File: src/rtl/dsm_pkg.sv
// dsm_pkg: constants and width helper shared by the DSM modulator and CIC decimator
package dsm_pkg;
  localparam int CIC_ORDER = 3;
  function automatic int acc_w(input int osr_log2);
    return CIC_ORDER * osr_log2 + 1;
  endfunction
endpackage

File: src/rtl/cic_integrator_stage.sv
// cic_integrator_stage: one modulo-2**W CIC integrator that accumulates only on enable
module cic_integrator_stage #(
  parameter int W = 25
) (
  input  logic         clk,
  input  logic         rst,
  input  logic         en,
  input  logic [W-1:0] din,
  output logic [W-1:0] acc
);
  logic [W-1:0] acc_q;
  always_ff @(posedge clk)
    if (rst) acc_q <= '0;
    else if (en) acc_q <= acc_q + din;
  assign acc = acc_q;
endmodule

File: src/rtl/dsm_cic_decimator.sv
// dsm_cic_decimator: sinc3 decimator turning a strobed 1-bit DSM stream into unsigned PCM
module dsm_cic_decimator
  import dsm_pkg::*;
#(
  parameter int OSR_LOG2 = 8,
  parameter int OUT_W    = 8
) (
  input  logic                clk50m,
  input  logic                rst,
  input  logic                en,
  input  logic                bit_in,
  output logic [OUT_W-1:0]    dout,
  output logic                dout_valid,
  output logic [OSR_LOG2-1:0] frame_cnt
);
  localparam int ACC_W = acc_w(OSR_LOG2);
  localparam int SHIFT = CIC_ORDER * OSR_LOG2 - OUT_W;
  logic [ACC_W-1:0] i1, i2, i3;
  logic [ACC_W-1:0] c1, c2, c3, scaled;
  logic [ACC_W-1:0] d1_q, d1_d, d2_q, d2_d, d3_q, d3_d;
  logic [OSR_LOG2-1:0] frame_cnt_q, frame_cnt_d;
  logic [1:0] warm_q, warm_d;
  logic dec_pend_q, dec_pend_d, warm_done;
  logic [OUT_W-1:0] dout_q, dout_d, sat;
  logic dout_valid_q, dout_valid_d;
  cic_integrator_stage #(.W(ACC_W)) u_i1 (
    .clk(clk50m), .rst(rst), .en(en), .din({{(ACC_W-1){1'b0}}, bit_in}), .acc(i1)
  );
  cic_integrator_stage #(.W(ACC_W)) u_i2 (
    .clk(clk50m), .rst(rst), .en(en), .din(i1), .acc(i2)
  );
  cic_integrator_stage #(.W(ACC_W)) u_i3 (
    .clk(clk50m), .rst(rst), .en(en), .din(i2), .acc(i3)
  );
  // i3 is read as a register here, so an en in the dec_pend cycle cannot disturb the snapshot
  always_comb begin
    c1           = i3 - d1_q;
    c2           = c1 - d2_q;
    c3           = c2 - d3_q;
    scaled       = c3 >> SHIFT;
    sat          = |scaled[ACC_W-1:OUT_W] ? '1 : scaled[OUT_W-1:0];
    warm_done    = warm_q == 2'd3;
    frame_cnt_d  = en ? frame_cnt_q + OSR_LOG2'(1) : frame_cnt_q;
    dec_pend_d   = en && (&frame_cnt_q);
    warm_d       = dec_pend_q && !warm_done ? warm_q + 2'd1 : warm_q;
    d1_d         = dec_pend_q ? i3 : d1_q;
    d2_d         = dec_pend_q ? c1 : d2_q;
    d3_d         = dec_pend_q ? c2 : d3_q;
    dout_valid_d = dec_pend_q && warm_done;
    dout_d       = dout_valid_d ? sat : dout_q;
  end
  always_ff @(posedge clk50m)
    if (rst) begin
      frame_cnt_q  <= '0;
      dec_pend_q   <= 1'b0;
      warm_q       <= '0;
      d1_q         <= '0;
      d2_q         <= '0;
      d3_q         <= '0;
      dout_q       <= '0;
      dout_valid_q <= 1'b0;
    end else begin
      frame_cnt_q  <= frame_cnt_d;
      dec_pend_q   <= dec_pend_d;
      warm_q       <= warm_d;
      d1_q         <= d1_d;
      d2_q         <= d2_d;
      d3_q         <= d3_d;
      dout_q       <= dout_d;
      dout_valid_q <= dout_valid_d;
    end
  assign dout       = dout_q;
  assign dout_valid = dout_valid_q;
  assign frame_cnt  = frame_cnt_q;
endmodule

File: config.mk
export PLATFORM = sky130hd
export DESIGN_NAME = dsm_cic_decimator
export DESIGN_NICKNAME = d
export VERILOG_FILES = /design/src/rtl/dsm_pkg.sv /design/src/rtl/cic_integrator_stage.sv /design/src/rtl/dsm_cic_decimator.sv
export SDC_FILE = /design/constraint.sdc
export NUM_CORES = 1
export LEC_CHECK = 0
export BUFFER_PORTS_ARGS = -buffer_cell sky130_fd_sc_hd__buf_2
export CAP_MARGIN = 20
export CORE_ASPECT_RATIO = 1.2
export CORE_UTILIZATION = 50
export DETAILED_ROUTE_END_ITERATION = 10
export PLACE_DENSITY = 0.69
export SLEW_MARGIN = 10
export SYNTH_ARGS = -nofsm -noshare
export SYNTH_HDL_FRONTEND = slang
export SYNTH_SLANG_ARGS = --single-unit
File: constraint.sdc
create_clock -name clk50m -period 5.51 [get_ports clk50m]
set_input_delay 1.102 -clock clk50m [delete_from_list [all_inputs] [get_ports clk50m]]
set_output_delay 1.102 -clock clk50m [all_outputs]
set_load 0.1 [all_outputs]
==> results.json <==
{
  "grt_pass1_vias": 9153,
  "syn2layout_area_growth_pct": 17.66,
  "gr-total-overflow": 0,
  "max_freq_mhz": 183.7,
  "fin_area_um2": 13640,
  "cpMostUsedCell": "a21oi_2",
  "p_leak_nw": 5.871,
  "p_clk_share_pct": 33.1,
  "drtAntennaViolNets": 0,
  "fin_hold_ws_ns": 0.4784,
  "cts_root_buffer": "clkbuf_16",
  "placed_area_um2": 12240,
  "grt_usage_pct": 20.67,
  "yosysTopAreaCell": "dfxtp_1",
  "cts_buffer_depth": 2,
  "fin_worst_skew_ns": 0.01499,
  "n_fill_cell": 1910,
  "cts.sinks": 170,
  "async_flop_share_pct": 0,
  "synth.avg_cell_area_um2": 8.381,
  "path_class": "reg -> reg",
  "grtUsageMet3_pct": 3.027,
  "fin_setup_tns_ns": 0,
  "drtIter0Drc": 410,
  "syn_area_um2": 11590,
  "diodes": 0,
  "clk_latency_ns": 0.44,
  "setup_slack_ns": 0.06613,
  "top_usage_layer": "met2",
  "crit_arrival_ns": 5.79,
  "fin_nets": 1583,
  "viasPerCell": 5.381,
  "power_frac_seq_pct": 32.0,
  "start_util_pct": 51.30,
  "dr.pass1.iters": 4,
  "endpoint_kind": "register",
  "intPower_mw": 2.652,
  "hold_viol_final": 0,
  "tightest_slew_ns": 0.9862,
  "wirelength_um": 24520,
  "via_count": 9552,
  "synth_edf_count": 0,
  "ys_types": 76,
  "antenna_found_initial": 0,
  "instances_no_fill": 1775,
  "maxSlewViolCount": 0,
  "finalCritPeriodShare_pct": 98.80,
  "ir_worst_vdd_v": 0.0002267,
  "cts-buffers-inserted": 17,
  "syn_nets": 1514,
  "yosys_warnings": 0,
  "dieArea_um2": 23800,
  "switching_power_mw": 1.222,
  "ys_ff_latch": 170,
  "ctsHoldBuffers": 0,
  "regToRegSetupSlack_ns": 0.07,
  "clk_pin_slew_ns": 0.07,
  "hp-class": "reg -> reg",
  "cpPeakStageDelay_ns": 0.36,
  "max_cap_viol_count": 0,
  "ys.flop_type": "dfxtp_1",
  "htreeDepth": 4,
  "slew_headroom_pct": 34.25,
  "synthTopCellsByArea": "dfxtp_1 (29%), ha_1 (13%), mux2i_1 (8.0%), nor2_1 (6.3%), xnor2_1 (4.7%)",
  "portBuffers": 20,
  "cp.required_ns": 5.86,
  "cts_tree": "built",
  "grt_pass1_wl_um": 40740,
  "wire_per_inst_um": 13.81,
  "cp-start-kind": "register",
  "core_area_um2": 22600,
  "slowest_stage": "a311o_1",
  "dp.cells": 1710,
  "route.detailed.drc": 0,
  "synth_top_area_share_pct": 29.36,
  "power_density_nw_per_um2": 284.1,
  "final-setup-viol-count": 0,
  "power_mw": 3.874,
  "status": "finished clean",
  "worstPathMaxFanout": 7,
  "die_h_um": 168.8,
  "p_sw_share_pct": 31.54,
  "hpwl_um": 16960,
  "drive_gt1_share_pct": 16.04,
  "place_congestion": 0.8890,
  "ios": 21,
  "dp_slack_ns": -0.1985,
  "die_w_um": 141.0,
  "use_met2_pct": 37.90,
  "comb_power_share_pct": 34.8,
  "rsz0062_at_grt": "yes",
  "grt_max_degree": 86,
  "use_met1_pct": 24.32,
  "fin_crit_ns": 5.444,
  "netlist_instances": 1383,
  "rows": 60,
  "final_core_util_pct": 60.35,
  "synth_seq_area_share_pct": 29.36
}
path summary, 6_finish.rpt:
kind            from      end  depth (start not counted)
max          d1_q[6]  dout[7]                         27
min          d3_q[0]  d3_q[0]                          2
max reg2reg  d1_q[6]  dout[7]                         27
min reg2reg  d3_q[0]  d3_q[0]                          2
metal layers:
layer,wire (um),vias up
li1,-,5000
met1,11120,4409
met2,12400,102
met3,490,41
met4,512,0
met5,0,-
area by class of cell:
cell class | count | area, um2 | share of cell area [%]
clock buffers | 19 | 432.9 | 3.174
clock inverters | 13 | 190.2 | 1.394
inverters | 108 | 405.4 | 2.972
multi-input cells | 1058 | 8107 | 59.44
flip-flops and latches | 170 | 3415 | 25.04
well taps | 310 | 387.9 | 2.844
repair buffers | 97 | 700.7 | 5.138
what timing repair did:
| action | CTS | global route |
|---|---|---|
| cloned | 0 | 0 |
| buffers inserted | 3 | 32 |
| pin swaps | 14 | 93 |
| resized for setup | 16 | 96 |
| setup endpoints to repair | 8 | 8 |
power groups by stage:
| stage | Combinational [mW] | Sequential (mW) | Clock, mW |
|---|---|---|---|
| after global routing | 1.48 | 1.24 | 1.36 |
| after detailed placement | 0.985 | 1.27 | 0 |
| after floorplan | 0.730 | 1.28 | 0 |
| final | 1.35 | 1.24 | 1.28 |
| after CTS | 1.04 | 1.24 | 1.31 |
| after global placement | 0.965 | 1.27 | 0 |
worst max-delay path, delay by kind of cell (launching register included):
kind            cells  cell delay, ns
fa+ha+maj           3            0.87
xor+xnor            3            0.51
flops               1            0.33
compound gates     13            2.55
mux                 1            0.26
buf+inv             2            0.15
simple gates        5            0.67
cells in the final DEF (no fill, tap or decap), types with 7 or more instances in the layout:
cell type and n:
nor2_1 194, buf_2 19, nand2b_1 12, nor3_1 19, nor2b_1 12, nand4_1 15
xor2_1 46, ha_1 114, a211oi_1 15, dfxtp_1 163, a31oi_1 21, o21ai_2 9
inv_1 102, buf_4 75, or3_1 11, a21oi_2 22, a21o_1 47, xnor2_1 55
a21oi_1 64, o21bai_1 10, o21ai_1 7, mux2i_1 93, a22o_1 8, nand3_1 25
o21a_1 11, and3_1 21, clkbuf_16 17, o21ai_0 35, nand2_1 63
state kept, by name, summed over array words and instances (netlist names):
name,cells
d1_q,25
d2_q,25
d3_q,25
u_i1.acc,25
u_i2.acc,25
u_i3.acc,25
dout,8
frame_cnt,8
warm_q,2
dec_pend_q,1
dout_valid,1
cells by family after synthesis:
kind of cell	count (synthesis)	synth area share, %
compound gates	314	18.43
xor+xnor	113	8.668
fa+ha+maj	127	13.97
buf+inv	155	5.063
flops	170	29.36
mux	93	8.031
simple gates	411	16.48
cells in the mapped netlist (11+ instances only):
| library cell | number |
|---|---|
| a211oi_1 | 15 |
| a21o_1 | 47 |
| a21oi_1 | 86 |
| a31oi_1 | 24 |
| and3_1 | 22 |
| clkbuf_1 | 35 |
| dfxtp_1 | 170 |
| ha_1 | 123 |
| inv_1 | 106 |
| mux2i_1 | 93 |
| nand2_1 | 67 |
| nand2b_1 | 12 |
| nand3_1 | 25 |
| nand4_1 | 15 |
| nor2_1 | 196 |
| nor2b_1 | 13 |
| nor3_1 | 20 |
| o21a_1 | 11 |
| o21ai_0 | 48 |
| o21bai_1 | 11 |
| or3_1 | 11 |
| xnor2_1 | 62 |
| xor2_1 | 50 |
(Power assumes the default switching activity.)
